==> src/rtl/led_axi_pkg.sv <==
// rtl/led_axi_pkg.sv - register offsets, AXI response codes and FSM states for led_axi_regs
package led_axi_pkg;

   // Word-aligned byte offsets within the 32-byte register window
   localparam logic [4:0] OFF_CNT0   = 5'h00;
   localparam logic [4:0] OFF_CNT1   = 5'h04;
   localparam logic [4:0] OFF_CNT2   = 5'h08;
   localparam logic [4:0] OFF_CNT3   = 5'h0C;
   localparam logic [4:0] OFF_CTRL   = 5'h10;
   localparam logic [4:0] OFF_STATUS = 5'h14;
   localparam logic [4:0] OFF_ID     = 5'h18;
   localparam logic [4:0] OFF_IRQ    = 5'h1C;

   localparam logic [1:0] RESP_OKAY   = 2'b00;
   localparam logic [1:0] RESP_SLVERR = 2'b10;

   typedef enum logic {W_IDLE, W_RESP} w_state_e;
   typedef enum logic {R_IDLE, R_DATA} r_state_e;

endpackage

==> src/rtl/axi_wstrb_merge.sv <==
// rtl/axi_wstrb_merge.sv - combinational byte-lane merge of old register value with write data
// Ports: old_i (current value), wdata_i (write data), wstrb_i (byte strobes), new_o (merged value)
module axi_wstrb_merge (
   input  logic [31:0] old_i,
   input  logic [31:0] wdata_i,
   input  logic [3:0]  wstrb_i,
   output logic [31:0] new_o
);

   always_comb begin
      new_o = old_i;
      for (int b = 0; b < 4; b++) begin
         if (wstrb_i[b]) new_o[8*b +: 8] = wdata_i[8*b +: 8];
      end
   end

endmodule

==> src/rtl/led_axi_regs.sv <==
// rtl/led_axi_regs.sv - AXI4-Lite register bank driving LED blinker periods and enables
// Ports: clk/rst (async active-high), s_axi_* AXI4-Lite responder, cnt0..cnt3 period words,
//        sw channel enables, led_in blinker toggle readback, irq (only with LED_AXI_REGS_IRQ_EN)
// Build option: define LED_AXI_REGS_IRQ_EN to add sticky led_in edge status, CTRL[7:4] mask and irq.
module led_axi_regs
   import led_axi_pkg::*;
#(
   parameter int          ADDR_W  = 5,
   parameter logic [31:0] CNT_RST = 32'd62_500_000,
   parameter logic [31:0] ID_VAL  = 32'h4C45_4401
) (
`ifdef LED_AXI_REGS_IRQ_EN
   output logic              irq,
`endif
   input  logic              clk,
   input  logic              rst,
   input  logic [ADDR_W-1:0] s_axi_awaddr,
   input  logic              s_axi_awvalid,
   output logic              s_axi_awready,
   input  logic [31:0]       s_axi_wdata,
   input  logic [3:0]        s_axi_wstrb,
   input  logic              s_axi_wvalid,
   output logic              s_axi_wready,
   output logic [1:0]        s_axi_bresp,
   output logic              s_axi_bvalid,
   input  logic              s_axi_bready,
   input  logic [ADDR_W-1:0] s_axi_araddr,
   input  logic              s_axi_arvalid,
   output logic              s_axi_arready,
   output logic [31:0]       s_axi_rdata,
   output logic [1:0]        s_axi_rresp,
   output logic              s_axi_rvalid,
   input  logic              s_axi_rready,
   output logic [31:0]       cnt0,
   output logic [31:0]       cnt1,
   output logic [31:0]       cnt2,
   output logic [31:0]       cnt3,
   output logic [3:0]        sw,
   input  logic [3:0]        led_in
);

   w_state_e          w_state_q;
   r_state_e          r_state_q;
   logic              aw_have_q, w_have_q;
   logic [ADDR_W-1:0] waddr_q;
   logic [31:0]       wdata_q;
   logic [3:0]        wstrb_q;
   logic              awready_q, wready_q, bvalid_q, arready_q, rvalid_q;
   logic [1:0]        bresp_q, rresp_q;
   logic [31:0]       rdata_q;
   logic [31:0]       cnt_q [4];
   logic [7:0]        ctrl_q;
   logic [7:0]        ctrl_d;
`ifdef LED_AXI_REGS_IRQ_EN
   logic [3:0]        led_dly_q, irq_stat_q, irq_clr;
   logic              irq_q;
`endif

   // The commit sees address/data arriving this cycle as well as already-latched ones
   logic              aw_hs, w_hs, aw_have_d, w_have_d, commit;
   logic [ADDR_W-1:0] waddr_d;
   logic [31:0]       wdata_d;
   logic [3:0]        wstrb_d;
   logic [31:0]       wa_ext, ra_ext;
   logic [4:0]        w_off, r_off;
   logic              w_mapped, r_mapped;
   logic [3:0]        we_cnt;
   logic              we_ctrl, we_irq;
   logic [1:0]        bresp_d, rresp_d;
   logic [31:0]       rdata_d;
   logic [31:0]       rw_old [5];
   logic [31:0]       rw_new [5];
   logic              unused_bits;

   always_comb begin
      aw_hs     = s_axi_awvalid & awready_q;
      w_hs      = s_axi_wvalid & wready_q;
      aw_have_d = aw_have_q | aw_hs;
      w_have_d  = w_have_q | w_hs;
      waddr_d   = aw_hs ? s_axi_awaddr : waddr_q;
      wdata_d   = w_hs ? s_axi_wdata : wdata_q;
      wstrb_d   = w_hs ? s_axi_wstrb : wstrb_q;
      commit    = (w_state_q == W_IDLE) & aw_have_d & w_have_d;
      // Anything at or above 0x20 (only reachable when ADDR_W > 5) is unmapped
      wa_ext    = 32'(waddr_d);
      ra_ext    = 32'(s_axi_araddr);
      w_off     = {wa_ext[4:2], 2'b00};
      r_off     = {ra_ext[4:2], 2'b00};
      w_mapped  = (wa_ext[31:5] == 27'd0);
      r_mapped  = (ra_ext[31:5] == 27'd0);
   end

   always_comb begin
      we_cnt  = 4'b0000;
      we_ctrl = 1'b0;
      we_irq  = 1'b0;
      bresp_d = RESP_SLVERR;
      if (w_mapped) begin
         case (w_off)
            OFF_CNT0: begin we_cnt[0] = commit; bresp_d = RESP_OKAY; end
            OFF_CNT1: begin we_cnt[1] = commit; bresp_d = RESP_OKAY; end
            OFF_CNT2: begin we_cnt[2] = commit; bresp_d = RESP_OKAY; end
            OFF_CNT3: begin we_cnt[3] = commit; bresp_d = RESP_OKAY; end
            OFF_CTRL: begin we_ctrl   = commit; bresp_d = RESP_OKAY; end
            OFF_IRQ:  begin we_irq    = commit; bresp_d = RESP_OKAY; end
            default:  bresp_d = RESP_SLVERR;
         endcase
      end
   end

   always_comb begin
      rdata_d = 32'd0;
      rresp_d = RESP_SLVERR;
      if (r_mapped) begin
         rresp_d = RESP_OKAY;
         case (r_off)
            OFF_CNT0:   rdata_d = cnt_q[0];
            OFF_CNT1:   rdata_d = cnt_q[1];
            OFF_CNT2:   rdata_d = cnt_q[2];
            OFF_CNT3:   rdata_d = cnt_q[3];
            OFF_CTRL:   rdata_d = {24'd0, ctrl_q};
            OFF_STATUS: rdata_d = {28'd0, led_in};
            OFF_ID:     rdata_d = ID_VAL;
`ifdef LED_AXI_REGS_IRQ_EN
            OFF_IRQ:    rdata_d = {28'd0, irq_stat_q};
`endif
            default:    rdata_d = 32'd0;
         endcase
      end
   end

   always_comb begin
      for (int i = 0; i < 4; i++) rw_old[i] = cnt_q[i];
      rw_old[4] = {24'd0, ctrl_q};
   end

   for (genvar g = 0; g < 5; g++) begin : g_merge
      axi_wstrb_merge u_merge (
         .old_i   (rw_old[g]),
         .wdata_i (wdata_d),
         .wstrb_i (wstrb_d),
         .new_o   (rw_new[g])
      );
   end

`ifdef LED_AXI_REGS_IRQ_EN
   assign ctrl_d  = rw_new[4][7:0];
   assign irq_clr = we_irq ? (wdata_d[3:0] & {4{wstrb_d[0]}}) : 4'b0000;
`else
   assign ctrl_d  = {4'b0000, rw_new[4][3:0]};
`endif

   assign unused_bits = ^{wa_ext[1:0], ra_ext[1:0], rw_new[4][31:4], we_irq};

   always_ff @(posedge clk or posedge rst) begin
      if (rst) begin
         for (int i = 0; i < 4; i++) cnt_q[i] <= CNT_RST;
         ctrl_q <= 8'd0;
      end else begin
         for (int i = 0; i < 4; i++) begin
            if (we_cnt[i]) cnt_q[i] <= rw_new[i];
         end
         if (we_ctrl) ctrl_q <= ctrl_d;
      end
   end

   always_ff @(posedge clk or posedge rst) begin
      if (rst) begin
         w_state_q <= W_IDLE;
         aw_have_q <= 1'b0;
         w_have_q  <= 1'b0;
         waddr_q   <= '0;
         wdata_q   <= 32'd0;
         wstrb_q   <= 4'd0;
         awready_q <= 1'b0;
         wready_q  <= 1'b0;
         bvalid_q  <= 1'b0;
         bresp_q   <= 2'b00;
      end else begin
         case (w_state_q)
            W_IDLE: begin
               if (commit) begin
                  w_state_q <= W_RESP;
                  bvalid_q  <= 1'b1;
                  bresp_q   <= bresp_d;
                  aw_have_q <= 1'b0;
                  w_have_q  <= 1'b0;
                  awready_q <= 1'b0;
                  wready_q  <= 1'b0;
               end else begin
                  aw_have_q <= aw_have_d;
                  w_have_q  <= w_have_d;
                  waddr_q   <= waddr_d;
                  wdata_q   <= wdata_d;
                  wstrb_q   <= wstrb_d;
                  awready_q <= ~aw_have_d;
                  wready_q  <= ~w_have_d;
               end
            end
            W_RESP: begin
               if (s_axi_bready) begin
                  w_state_q <= W_IDLE;
                  bvalid_q  <= 1'b0;
                  awready_q <= 1'b1;
                  wready_q  <= 1'b1;
               end
            end
            default: w_state_q <= W_IDLE;
         endcase
      end
   end

   always_ff @(posedge clk or posedge rst) begin
      if (rst) begin
         r_state_q <= R_IDLE;
         arready_q <= 1'b0;
         rvalid_q  <= 1'b0;
         rdata_q   <= 32'd0;
         rresp_q   <= 2'b00;
      end else begin
         case (r_state_q)
            R_IDLE: begin
               if (s_axi_arvalid && arready_q) begin
                  r_state_q <= R_DATA;
                  arready_q <= 1'b0;
                  rvalid_q  <= 1'b1;
                  rdata_q   <= rdata_d;
                  rresp_q   <= rresp_d;
               end else begin
                  arready_q <= 1'b1;
               end
            end
            R_DATA: begin
               if (s_axi_rready) begin
                  r_state_q <= R_IDLE;
                  rvalid_q  <= 1'b0;
                  arready_q <= 1'b1;
               end
            end
            default: r_state_q <= R_IDLE;
         endcase
      end
   end

`ifdef LED_AXI_REGS_IRQ_EN
   // A new edge wins over a simultaneous W1C so no event is lost
   always_ff @(posedge clk or posedge rst) begin
      if (rst) begin
         led_dly_q  <= 4'd0;
         irq_stat_q <= 4'd0;
         irq_q      <= 1'b0;
      end else begin
         led_dly_q  <= led_in;
         irq_stat_q <= (irq_stat_q & ~irq_clr) | (led_in ^ led_dly_q);
         irq_q      <= |(irq_stat_q & ctrl_q[7:4]);
      end
   end
   assign irq = irq_q;
`endif

   assign s_axi_awready = awready_q;
   assign s_axi_wready  = wready_q;
   assign s_axi_bvalid  = bvalid_q;
   assign s_axi_bresp   = bresp_q;
   assign s_axi_arready = arready_q;
   assign s_axi_rvalid  = rvalid_q;
   assign s_axi_rdata   = rdata_q;
   assign s_axi_rresp   = rresp_q;
   assign cnt0          = cnt_q[0];
   assign cnt1          = cnt_q[1];
   assign cnt2          = cnt_q[2];
   assign cnt3          = cnt_q[3];
   assign sw            = ctrl_q[3:0];

endmodule

==> config.mk <==
export PLATFORM = sky130hd
export DESIGN_NAME = led_axi_regs
export DESIGN_NICKNAME = d
export VERILOG_FILES = /design/src/rtl/led_axi_pkg.sv /design/src/rtl/axi_wstrb_merge.sv /design/src/rtl/led_axi_regs.sv
export SDC_FILE = /design/constraint.sdc
export NUM_CORES = 1
export LEC_CHECK = 0
export BUFFER_PORTS_ARGS = -buffer_cell sky130_fd_sc_hd__clkbuf_2
export CAP_MARGIN = 25
export CORE_MARGIN = 2
export CORE_UTILIZATION = 39
export DETAILED_ROUTE_END_ITERATION = 6
export GPL_TIMING_DRIVEN = 0
export PLACE_DENSITY_LB_ADDON = 0.12
export SLEW_MARGIN = 20
export SYNTH_ARGS = -nofsm -noshare
export SYNTH_HDL_FRONTEND = slang
export SYNTH_SLANG_ARGS = --single-unit
==> constraint.sdc <==
create_clock -name clk -period 15.6 [get_ports clk]
set_clock_uncertainty 0.1 [all_clocks]
set_input_delay 1.56 -clock clk [delete_from_list [all_inputs] [get_ports clk]]
set_output_delay 1.56 -clock clk [all_outputs]
set_load 0.01 [all_outputs]
* Word level (Yosys, flattened, before mapping) *
Index checks and enable logic that the tools add are counted.
Widths: inputs -> output; s select.

storage, ports and cells
  RAM bits = 0
  register bits after elaboration = 216
  output and inout bits = 173
  memories = 0
  latch bits = 0
  word-level logic and storage cells = 117
  memory bits (read-only) = 0
  input port bits = 57

operators by class
  equal/unequal tests = 15
  magnitude comparators = 0
  multipliers = 0
  reductions and logical operators = 27
  shifts and indexed selects = 0
  add/subtract/negate cells = 0
  bitwise logic cells = 11
  mux-type cells = 32
  div/mod/pow operators = 0

operator list
  cell                number
  $pmux 32 s7         1
  $reduce_and 2->1    22
  $mux 32             1
  $mux 1              20
  $eq 3x3->1 const B  5
  $pmux 1 s2          7
  $eq 3x2->1 const B  4
  $logic_not 5->1     2
  $ne 2x2->1 const B  4
  $eq 3x1->1 const B  2
  $reduce_or 6->1     1
  $mux 5              1
  $not 1->1           5
  $and 1x1->1         4
  $mux 4              1
  $reduce_and 3->1    1
  $mux 2              1
  $or 1x1->1          2
  $logic_and 1x1->1   1

* Depth between registers and ports, before layout *
Gate-level depths: netlist of the first run.

  word-level depth = 6
  depth in mapped cells = 7
  gate-level depth less buffers = 4

* Hierarchy *
From an unflattened synthesis of the first run, not the netlist that was laid out.

second synthesis, totals
  cell total of the unflattened synthesis = 815
  area total of the unflattened synthesis = 12096.6 µm²

by module, submodules not included
  module           times used  sequential area each (µm²)  area an instance (µm²)  cells each
  led_axi_regs     1           5395.2                      9469.1                  635
  axi_wstrb_merge  5           0.0                         525.5                   36

* Worst setup path before layout of the first run *
Ideal clock, no wire load.

  path kind = input -> register
  start = input s_axi_araddr[2]
  end = register rdata_q[17], in the netlist s_axi_rdata[17]
  stages on the path = 4
  library setup time = 121 ps
  arrival time = 3116 ps
  data required time = 15379 ps
  buffers on the path = 2
  path slack = 12263 ps
  cells stage by stage = clkbuf_1 buf_1 mux4_2 a22o_1

on the way
  word-level cells in the longest chain between the ends = 2
  elaborated cells between the ends (all ways) = 8
  classes of those cells = eq/ne (6); mux (1); reduce/logical (1)

ends and longest elaborated chain
  item                                line                 text
  start: declaration                  led_axi_regs.sv:27   input logic [ADDR_W-1:0] s_axi_araddr,
  $eq 3x3->1 (tied with other cells)  led_axi_regs.sv:116  case (r_off)
  $pmux 32 s7 (*)                     led_axi_regs.sv:116
  end signal: assignment              led_axi_regs.sv:227  rdata_q <= rdata_d;
  end: declaration                    led_axi_regs.sv:50   logic [31:0] rdata_q;

Every way passes the cells marked *; elsewhere a longest branch is shown, timed or not.
A chain may end at the register's enable or synchronous reset.

* Final worst setup path of the first run *
  start = input s_axi_wvalid
  end = register cnt_q, in the netlist cnt1[31]

on the way
  word-level cells in the longest chain between the ends = 5
  elaborated cells between the ends (all ways) = 7
  classes of those cells = mux (3); bitwise (3); reduce/logical (1)

ends and longest elaborated chain
  item                               line                 text
  start: declaration                 led_axi_regs.sv:22   input logic s_axi_wvalid,
  $and 1x1->1 (*)                    led_axi_regs.sv:77   w_hs = s_axi_wvalid & wready_q;
  $or 1x1->1                         led_axi_regs.sv:79   w_have_d = w_have_q | w_hs;
  $and 1x1->1                        led_axi_regs.sv:83   commit = (w_state_q == W_IDLE) & aw_have_d & w_have_d;
  $mux 1                             led_axi_regs.sv:99   case (w_off)
  $reduce_and 2->1 (no source line)  n/a
  end signal: indexed assignment     led_axi_regs.sv:161  if (we_cnt[i]) cnt_q[i] <= rw_new[i];
  end: declaration                   led_axi_regs.sv:51   logic [31:0] cnt_q [4];

Marks and branches as above.

==> flow_summary.html, run 1 <==
<table>
<tr><th>Metric</th><th>Value</th></tr>
<tr><th colspan="2">STA</th></tr>
<tr><td>Max-slew violations</td><td>0</td></tr>
<tr><td>Post-Route Setup TNS</td><td>0 ps</td></tr>
<tr><td>FMAX</td><td>0.275 GHz</td></tr>
<tr><td>Tmin final</td><td>3640 ps</td></tr>
<tr><td>Unrepaired setup endpoints after global routing</td><td>false</td></tr>
<tr><td>Final setup vio count</td><td>0</td></tr>
<tr><td>Transition time at the pin with the least slew margin</td><td>just over 1000 ps</td></tr>
<tr><td>Normalized max-slew margin</td><td>between 30% and 40%</td></tr>
<tr><td>Final Cycle Share</td><td>about a quarter</td></tr>
<tr><td>Count of final hold-check violations</td><td>0</td></tr>
<tr><th colspan="2">Finish</th></tr>
<tr><td>Layout area overhead</td><td>25.3%</td></tr>
<tr><td>Number of nets in the final layout</td><td>between 900 and 1000</td></tr>
<tr><td>Fin cells</td><td>1247</td></tr>
<tr><td>Fraction of final layout cells sized beyond drive strength 1</td><td>61.0%</td></tr>
<tr><th colspan="2">Power</th></tr>
<tr><td>Clk pwr share</td><td>approximately 23%</td></tr>
<tr><td>Combinational power share</td><td>37.6%</td></tr>
<tr><td>Pwr per Cell Area</td><td>207 nW/um2</td></tr>
<tr><td>Leakage power of the design</td><td>0.00568 uW</td></tr>
<tr><td>Net switching fraction of the power</td><td>approximately a third</td></tr>
<tr><td>Maximum vdd ir drop</td><td>between 0.08 and 0.09 mV</td></tr>
<tr><td>Power, Total</td><td>2500 uW</td></tr>
<tr><td>Switching pwr</td><td>876 uW</td></tr>
<tr><td>Internal portion of total power</td><td>1630 uW</td></tr>
<tr><td>Seq pwr share</td><td>39.3%</td></tr>
<tr><th colspan="2">Worst setup path</th></tr>
<tr><td>Endpoint class of the critical path</td><td>flop</td></tr>
<tr><td>Worst reg2reg path depth</td><td>5</td></tr>
<tr><td>Startpoint of the worst-slack reg-to-reg timing path</td><td>s_axi_wready</td></tr>
<tr><td>Classification of the worst setup path</td><td>input port to flop</td></tr>
<tr><td>Largest fanout on the critical path</td><td>10</td></tr>
<tr><td>Required time reported for the critical path endpoint</td><td>15900 ps</td></tr>
<tr><td>Element type at the critical path start</td><td>input port</td></tr>
<tr><td>Endpoint of the lowest-slack register-to-register path</td><td>cnt1[31]</td></tr>
<tr><td>Worst EP arrival</td><td>3940 ps</td></tr>
<tr><td>R2R Setup Slk</td><td>12680 ps</td></tr>
<tr><th colspan="2">Yosys</th></tr>
<tr><td>Dominant combinational cell family by area after synthesis</td><td>multiplexers</td></tr>
<tr><td>Count of state elements after synthesis</td><td>213</td></tr>
<tr><td>Mux share of post-synthesis cell area</td><td>31.1%</td></tr>
<tr><td>Sequential share of the synthesized area</td><td>56.0%</td></tr>
<tr><td>Xor-xnor portion of the synthesized cell area</td><td>less than 1%</td></tr>
<tr><td>Biggest area contributors in the synthesized netlist</td><td>dfrtp_1 (42%), mux2_2 (23%), dfstp_2 (14%)</td></tr>
<tr><td>Post-synthesis cell count</td><td>650</td></tr>
<tr><td>Mean area per synthesized cell</td><td>roughly 15 um2</td></tr>
<tr><td>Share of synthesized cell area in full adder, half adder and majority cells</td><td>0%</td></tr>
<tr><td>Cell type contributing the most total cell area after synthesis</td><td>dfrtp_1</td></tr>
<tr><td>Async set or reset register ratio after synthesis</td><td>100%</td></tr>
<tr><td>Primary flip-flop cell chosen by synthesis mapping</td><td>dfrtp_1</td></tr>
<tr><td>Syn. warnings</td><td>0</td></tr>
<tr><td>Number of distinct standard cells referenced by the synthesized netlist</td><td>49</td></tr>
<tr><td>Synth top area share</td><td>41.8%</td></tr>
<tr><td>Netlist area before placement</td><td>9640 um2</td></tr>
<tr><td>Top-count cell post-synth</td><td>mux2_2</td></tr>
<tr><td>Leading cell types by count after synthesis</td><td>mux2_2 (199), dfrtp_1 (161), dfstp_2 (52)</td></tr>
<tr><td>Share of synthesized cell area in and, or, nand and nor gates</td><td>5.74%</td></tr>
<tr><td>EDFF count, synth</td><td>0</td></tr>
<tr><td>Complex-gate fraction of the synthesized area</td><td>under 10%</td></tr>
<tr><th colspan="2">Placement</th></tr>
<tr><td>Post-Place Cells</td><td>approximately 1200</td></tr>
<tr><td>Final RePlAce weighted congestion</td><td>around 0.75</td></tr>
<tr><td>Number of buffers inserted by port buffering</td><td>220</td></tr>
<tr><td>HPWL after detailed placement</td><td>19500 um</td></tr>
<tr><th colspan="2">Clocking</th></tr>
<tr><td>Number of clock sinks</td><td>213</td></tr>
<tr><td>Root Buffer</td><td>clkbuf_16</td></tr>
<tr><td>Worst-skew pair later-pin latency</td><td>between 500 and 600 ps</td></tr>
<tr><td>Clk pin slew, worst setup/hold paths</td><td>around 60 ps</td></tr>
<tr><td>Clock tree from TritonCTS</td><td>built</td></tr>
<tr><td>Count of instances resized after the clock tree is built</td><td>0</td></tr>
<tr><td>Number of H-tree levels</td><td>1</td></tr>
<tr><td>Cts hold-fix bufs</td><td>0</td></tr>
<tr><td>Buffer depth of the longest clock path</td><td>3</td></tr>
<tr><td>TritonCTS Buffers</td><td>24</td></tr>
<tr><td>Number of buffers inserted by post-CTS setup repair</td><td>0</td></tr>
<tr><th colspan="2">GRT</th></tr>
<tr><td>Largest net degree at the start of global routing</td><td>96</td></tr>
<tr><td>GRT Overall Usage</td><td>21.0%</td></tr>
<tr><td>Number of antenna violations at the first check in global routing</td><td>1</td></tr>
<tr><td>Remaining global-route overflow</td><td>0</td></tr>
<tr><td>Number of global-route vias before repair</td><td>about 6700</td></tr>
<tr><td>Global-route wire length before repair</td><td>41700 um</td></tr>
<tr><th colspan="2">Floorplanning</th></tr>
<tr><td>Floorplan die width</td><td>approximately 160 um</td></tr>
<tr><td>Initial standard-cell utilization of the core</td><td>39.6%</td></tr>
<tr><td>Area of the die</td><td>26000 um2</td></tr>
<tr><td>Number of placement rows</td><td>57</td></tr>
<tr><td>I/O pin count</td><td>230</td></tr>
<tr><td>Die H</td><td>161 um</td></tr>
<tr><td>Core box area</td><td>24300 um2</td></tr>
<tr><th colspan="2">Min path</th></tr>
<tr><td>Worst hold endpoint</td><td>s_axi_bvalid</td></tr>
<tr><td>Worst hold-check path type</td><td>flop to flop</td></tr>
<tr><td>Hold Path Depth</td><td>2</td></tr>
<tr><td>Hold path startpoint</td><td>s_axi_bvalid</td></tr>
<tr><th colspan="2">Detailed routing</th></tr>
<tr><td>Met3 wirelength from detailed routing</td><td>between 1500 and 2000 um</td></tr>
<tr><td>DRT met1 WL</td><td>approximately 12000 um</td></tr>
<tr><td>Uppermost layer routed</td><td>met4</td></tr>
<tr><td>Number of vias per cell</td><td>just over 5</td></tr>
<tr><td>Post-detailed-route DRC marker count</td><td>0</td></tr>
<tr><td>Via total after detailed routing</td><td>6466</td></tr>
<tr><td>Post-route antenna net violation count</td><td>0</td></tr>
<tr><td>Overall routed net length</td><td>27400 um</td></tr>
<tr><td>Average routed wire per standard cell</td><td>22.0 um</td></tr>
<tr><td>Total met2 wirelength after detailed routing</td><td>13000 um</td></tr>
<tr><td>Number of detailed-routing iterations run before antenna repair</td><td>4</td></tr>
<tr><td>Initial drt markers</td><td>293</td></tr>
<tr><th colspan="2">Run</th></tr>
<tr><td>Number of maximum-capacitance constraint violations</td><td>0</td></tr>
<tr><th colspan="2">Run status</th></tr>
<tr><td>Status</td><td>finished clean</td></tr>
</table>
power by group through the flow:
| stage | sequential (uW) | clock [uW] | combinational, uW |
|---|---|---|---|
| floorplan | 1040 | 0 | 528 |
| global placement | 987 | 0 | 938 |
| detailed placement | 991 | 0 | 954 |
| CTS | 983 | 593 | 956 |
| global route | 1020 | 616 | 1020 |
| finish | 985 | 579 | 941 |
worst max-delay path by stage:
stage / depth (start not counted) / end / start
3_3_place_gp: 2 / cnt2[17] / rst
5_1_grt: 6 / cnt3[31] / s_axi_wvalid
2_1_floorplan: 1 / aw_have_q / rst
4_1_cts: 6 / cnt3[28] / s_axi_wvalid
6_report: 6 / cnt1[31] / s_axi_wvalid
3_5_place_dp: 6 / cnt3[28] / s_axi_wvalid
layout by cell type, fill, tap and decap left out, types with 3 or more instances in the layout:
master / n
buf_1: 4
nand2_1: 26
nor2_1: 23
clkbuf_2: 220
o2bb2ai_1: 3
conb_1: 3
dfrtp_1: 161
o21ai_0: 20
nor3_1: 3
dfstp_2: 52
a21oi_1: 12
mux2i_1: 15
clkbuf_1: 29
o32a_1: 3
clkbuf_16: 24
mux2_2: 199
clkbuf_8: 6
a22o_1: 20
buf_4: 4
inv_1: 6
nand4b_1: 5
mux4_2: 25
clkinv_2: 4
o22a_1: 3
nor4_4: 8
critical path, stage by stage:
cell and delay (ps):
clkbuf_2 100, nand2_1 170, buf_1 630, mux2i_1 330
nor4_4 740, mux2_2 410
cells by family after synthesis:
kind of cell,count (synthesis)
compound gates,71
flops,213
xor+xnor,2
other cells,1
simple gates,81
mux,242
buf+inv,40
routing by layer:
metal,up-vias,GRT usage (%)
met5,-,0
met4,0,4.79
met3,32,4.55
met2,192,33.7
met1,3317,29.5
li1,2925,-
final cells by class:
type,instances,area [um2]
diodes,1,2.50
plain buffers,33,145
clock buffers,36,706
clock inverters,8,104
fillers,2187,12200
inverters,7,33.8
multi-input cells,399,4080
flip-flops and latches,213,5400
well taps,324,405
repair buffers,226,1200
through the flow:
stage / instance area [um2] / hold WS [ps] / setup slack, ps / util [%]
after detailed placement: 11300 / 366 / 11310 / 46.3
after floorplan: 9640 / 350 / 8200 / -
after CTS: 12100 / 380 / 11870 / 49.6
after global routing: 12100 / 404 / 11810 / 49.6
final: 12100 / 372 / 11960 / 49.6
after global placement: 11100 / 363 / 5290 / 45.8
flip-flops by register name (all words and copies together) (netlist names):
signal and flops:
s_axi_bresp 1, ctrl_q 4, r_state_q 1, wstrb_q 4, s_axi_rdata 32, s_axi_bvalid 1, waddr_q 3, aw_have_q 1
w_state_q 1, s_axi_arready 1, s_axi_rvalid 1, wdata_q 32, cnt3 32, s_axi_awready 1, cnt0 32, cnt1 32
s_axi_wready 1, cnt2 32, w_have_q 1
(Power assumes the default switching activity.)
==> run 2, diff against run 1 <==
==> constraint.sdc (replaced) <==
create_clock -name clk -period 3.12 [get_ports clk]
set_clock_uncertainty 0.1 [all_clocks]
set_input_delay 0.312 -clock clk [delete_from_list [all_inputs] [get_ports clk]]
set_output_delay 0.312 -clock clk [all_outputs]
set_load 0.01 [all_outputs]
==> run 2 against run 1 <==
Net effect: utilization rose by 0.75 points; sequential power increased to 5.0 times the previous value; hold slack lost 340 ps; worst setup slack worse by 12000 ps; critical path depth is 1 lower; non-clock buffer count up 9; cell count grew 0.88%; total power increased to 5.1 times the previous value; wire length increased by 0.21%; sequential cell count did not move; first-iteration DRC count shrank 32%; largest cell class unchanged.
==> flow_summary.html, run 2 (synthesis gave the netlist of run 1 again) <==
<table>
<tr><th>Metric</th><th>Value</th></tr>
<tr><th colspan="2">Run status</th></tr>
<tr><td>Status</td><td>finished clean</td></tr>
<tr><th colspan="2">Worst setup path</th></tr>
<tr><td>Critical Path Slowest Stage Cell</td><td>nand4_1</td></tr>
<tr><td>Endpoint class of the critical path</td><td>flop</td></tr>
<tr><td>Endpoint of the lowest-slack register-to-register path</td><td>cnt2[18]</td></tr>
<tr><td>R2R Setup Slk</td><td>230 ps</td></tr>
<tr><td>Required time reported for the critical path endpoint</td><td>3420 ps</td></tr>
<tr><td>Worst reg2reg path depth</td><td>5</td></tr>
<tr><td>Classification of the worst setup path</td><td>flop to flop</td></tr>
<tr><td>Startpoint of the worst-slack reg-to-reg timing path</td><td>s_axi_awready</td></tr>
<tr><td>Cells traversed along the worst timing path</td><td>nand2_2 -&gt; mux2i_1 -&gt; clkbuf_1 -&gt; nand4_1 -&gt; mux2_2</td></tr>
<tr><td>Element type at the critical path start</td><td>flop</td></tr>
<tr><td>Delay of the slowest critical-path stage</td><td>750 ps</td></tr>
<tr><td>Largest fanout on the critical path</td><td>10</td></tr>
<tr><td>Worst EP arrival</td><td>3190 ps</td></tr>
<tr><th colspan="2">GRT</th></tr>
<tr><td>GRT Overall Usage</td><td>21.4%</td></tr>
<tr><td>Number of antenna violations at the first check in global routing</td><td>0</td></tr>
<tr><td>Largest net degree at the start of global routing</td><td>32</td></tr>
<tr><td>Number of global-route vias before repair</td><td>~6700</td></tr>
<tr><td>Remaining global-route overflow</td><td>0</td></tr>
<tr><td>Global-route wire length before repair</td><td>42300 um</td></tr>
<tr><th colspan="2">Detailed routing</th></tr>
<tr><td>Number of vias per cell</td><td>~5.2</td></tr>
<tr><td>Via total after detailed routing</td><td>6577</td></tr>
<tr><td>Overall routed net length</td><td>27500 um</td></tr>
<tr><td>Initial drt markers</td><td>roughly 200</td></tr>
<tr><td>Post-route antenna net violation count</td><td>0</td></tr>
<tr><td>Post-detailed-route DRC marker count</td><td>0</td></tr>
<tr><td>Number of detailed-routing iterations run before antenna repair</td><td>4</td></tr>
<tr><td>Average routed wire per standard cell</td><td>21.9 um</td></tr>
<tr><th colspan="2">Clocking</th></tr>
<tr><td>Buffer depth of the longest clock path</td><td>3</td></tr>
<tr><td>Number of buffers inserted by post-CTS setup repair</td><td>0</td></tr>
<tr><td>Number of H-tree levels</td><td>1</td></tr>
<tr><td>Root Buffer</td><td>clkbuf_16</td></tr>
<tr><td>TritonCTS Buffers</td><td>26</td></tr>
<tr><td>Number of clock sinks</td><td>213</td></tr>
<tr><td>Clk pin slew, worst setup/hold paths</td><td>60 ps</td></tr>
<tr><td>Clock tree from TritonCTS</td><td>built</td></tr>
<tr><td>Worst-skew pair later-pin latency</td><td>520 ps</td></tr>
<tr><th colspan="2">STA</th></tr>
<tr><td>Unrepaired setup endpoints after global routing</td><td>false</td></tr>
<tr><td>Final setup vio count</td><td>0</td></tr>
<tr><td>Transition time at the pin with the least slew margin</td><td>1010 ps</td></tr>
<tr><td>FMAX</td><td>0.346 GHz</td></tr>
<tr><td>Final Cycle Share</td><td>92.6%</td></tr>
<tr><td>Normalized max-slew margin</td><td>32.6%</td></tr>
<tr><td>Count of final hold-check violations</td><td>0</td></tr>
<tr><td>Tmin final</td><td>2890 ps</td></tr>
<tr><td>Max-slew violations</td><td>0</td></tr>
<tr><th colspan="2">Power</th></tr>
<tr><td>Maximum vdd ir drop</td><td>0.463 mV</td></tr>
<tr><td>Pwr per Cell Area</td><td>1030 nW/um2</td></tr>
<tr><td>Power, Total</td><td>12700 uW</td></tr>
<tr><td>Leakage power of the design</td><td>0.00577 uW</td></tr>
<tr><th colspan="2">Min path</th></tr>
<tr><td>Worst hold endpoint</td><td>waddr_q[3]</td></tr>
<tr><td>Hold Path Depth</td><td>2</td></tr>
<tr><td>Hold path startpoint</td><td>s_axi_awaddr[3]</td></tr>
<tr><td>Worst hold-check path type</td><td>input port to flop</td></tr>
<tr><th colspan="2">Floorplanning</th></tr>
<tr><td>Floorplan die width</td><td>161 um</td></tr>
<tr><td>Die H</td><td>~160 um</td></tr>
<tr><td>Initial standard-cell utilization of the core</td><td>39.6%</td></tr>
<tr><td>Number of placement rows</td><td>57</td></tr>
<tr><td>I/O pin count</td><td>230</td></tr>
<tr><td>Core box area</td><td>24300 um2</td></tr>
<tr><td>Area of the die</td><td>26000 um2</td></tr>
<tr><th colspan="2">Placement</th></tr>
<tr><td>Number of buffers inserted by port buffering</td><td>220</td></tr>
<tr><td>Final RePlAce weighted congestion</td><td>0.777</td></tr>
<tr><td>HPWL after detailed placement</td><td>just over 20000 um</td></tr>
<tr><th colspan="2">Finish</th></tr>
<tr><td>Most frequent cells in the layout</td><td>clkbuf_2 (221), mux2_2 (199), dfrtp_1 (161)</td></tr>
<tr><td>Core Util, Final</td><td>50.4%</td></tr>
<tr><td>Number of nets in the final layout</td><td>slightly below 1000</td></tr>
<tr><td>Count of inserted antenna diode cells</td><td>0</td></tr>
<tr><td>Layout area overhead</td><td>27.2%</td></tr>
<tr><td>Leading cell type in the layout, fill and taps excluded</td><td>clkbuf_2</td></tr>
<tr><td>Fraction of final layout cells sized beyond drive strength 1</td><td>approximately three fifths</td></tr>
<tr><th colspan="2">Run</th></tr>
<tr><td>Number of maximum-capacitance constraint violations</td><td>0</td></tr>
</table>
==> run 2: changes by cell type in the layout (fill, tap and decap cells not counted), moves of 2 or more <==
cell           before  now
dlygate4sd3_1       0    4
clkbuf_8            6    4
buf_12              0    7
clkinv_2            4    6
clkbuf_16          24   27
==> run 2: area by class of cell <==
cell class / instances / area [um2]
fill: 2204 / 12100
sequential: 213 / 5400
multi-input combinational: 399 / 4080
timing repair buffer: 235 / 1340
clock buffer: 37 / 753
tap: 324 / 405
buffer: 33 / 146
clock inverter: 10 / 106
inverter: 7 / 30.0
==> run 2: how the worst max path moves through the flow <==
stage,from,end,depth (start not counted)
detailed placement,s_axi_wvalid,cnt3[28],6
global placement,rst,wdata_q[6],2
global route,s_axi_awready,cnt2[18],5
finish,s_axi_awready,cnt2[18],5
floorplan,rst,aw_have_q,1
CTS,s_axi_wready,cnt3[26],5
==> run 2: timing repair <==
item                                    in CTS  in global routing
endpoints found under the setup margin       0                  3
hold buffers                                 4                  0
endpoints found under the hold margin       20                  0
resized for setup                            0                  1
==> run 2: worst max-delay path, delay by kind of cell, from the launching register on <==
| family | cells | cell delay, ps |
|---|---|---|
| mux | 2 | 800 |
| buf+inv | 1 | 410 |
| flops | 1 | 440 |
| simple gates | 2 | 1000 |
==> run 2: per-layer routing <==
| layer | track usage (%) | vias up | share of wire [%] |
|---|---|---|---|
| met5 | 0 | - | 0 |
| met4 | 5.03 | 0 | 2.4 |
| met3 | 4.65 | 37 | 6.2 |
| met2 | 34.3 | 180 | 46 |
| met1 | 29.9 | 3395 | 45 |
| li1 | - | 2965 | - |
==> run 2: power by group <==
part | internal [uW] | switching (uW) | total (uW) | leakage (uW)
clock network | 1840 | 1170 | 3010 | 0.000425
registers | 4130 | 784 | 4920 | 0.00261
logic | 2300 | 2440 | 4740 | 0.00273
total | 8270 | 4400 | 12700 | 0.00577
==> run 2: stage by stage <==
stage	area, um2	hold slack [ps]	setup TNS [ps]	instances	worst slack [ps]
2_1_floorplan	9650	308	-3170	652	-19.7
3_3_place_gp	11200	361	-276130	1196	-1590
3_5_place_dp	11300	256	0	1206	98.3
4_1_cts	12200	1.78	0	1257	85.0
5_1_grt	12300	35.9	0	1258	130
6_report	12300	28.9	0	1258	230
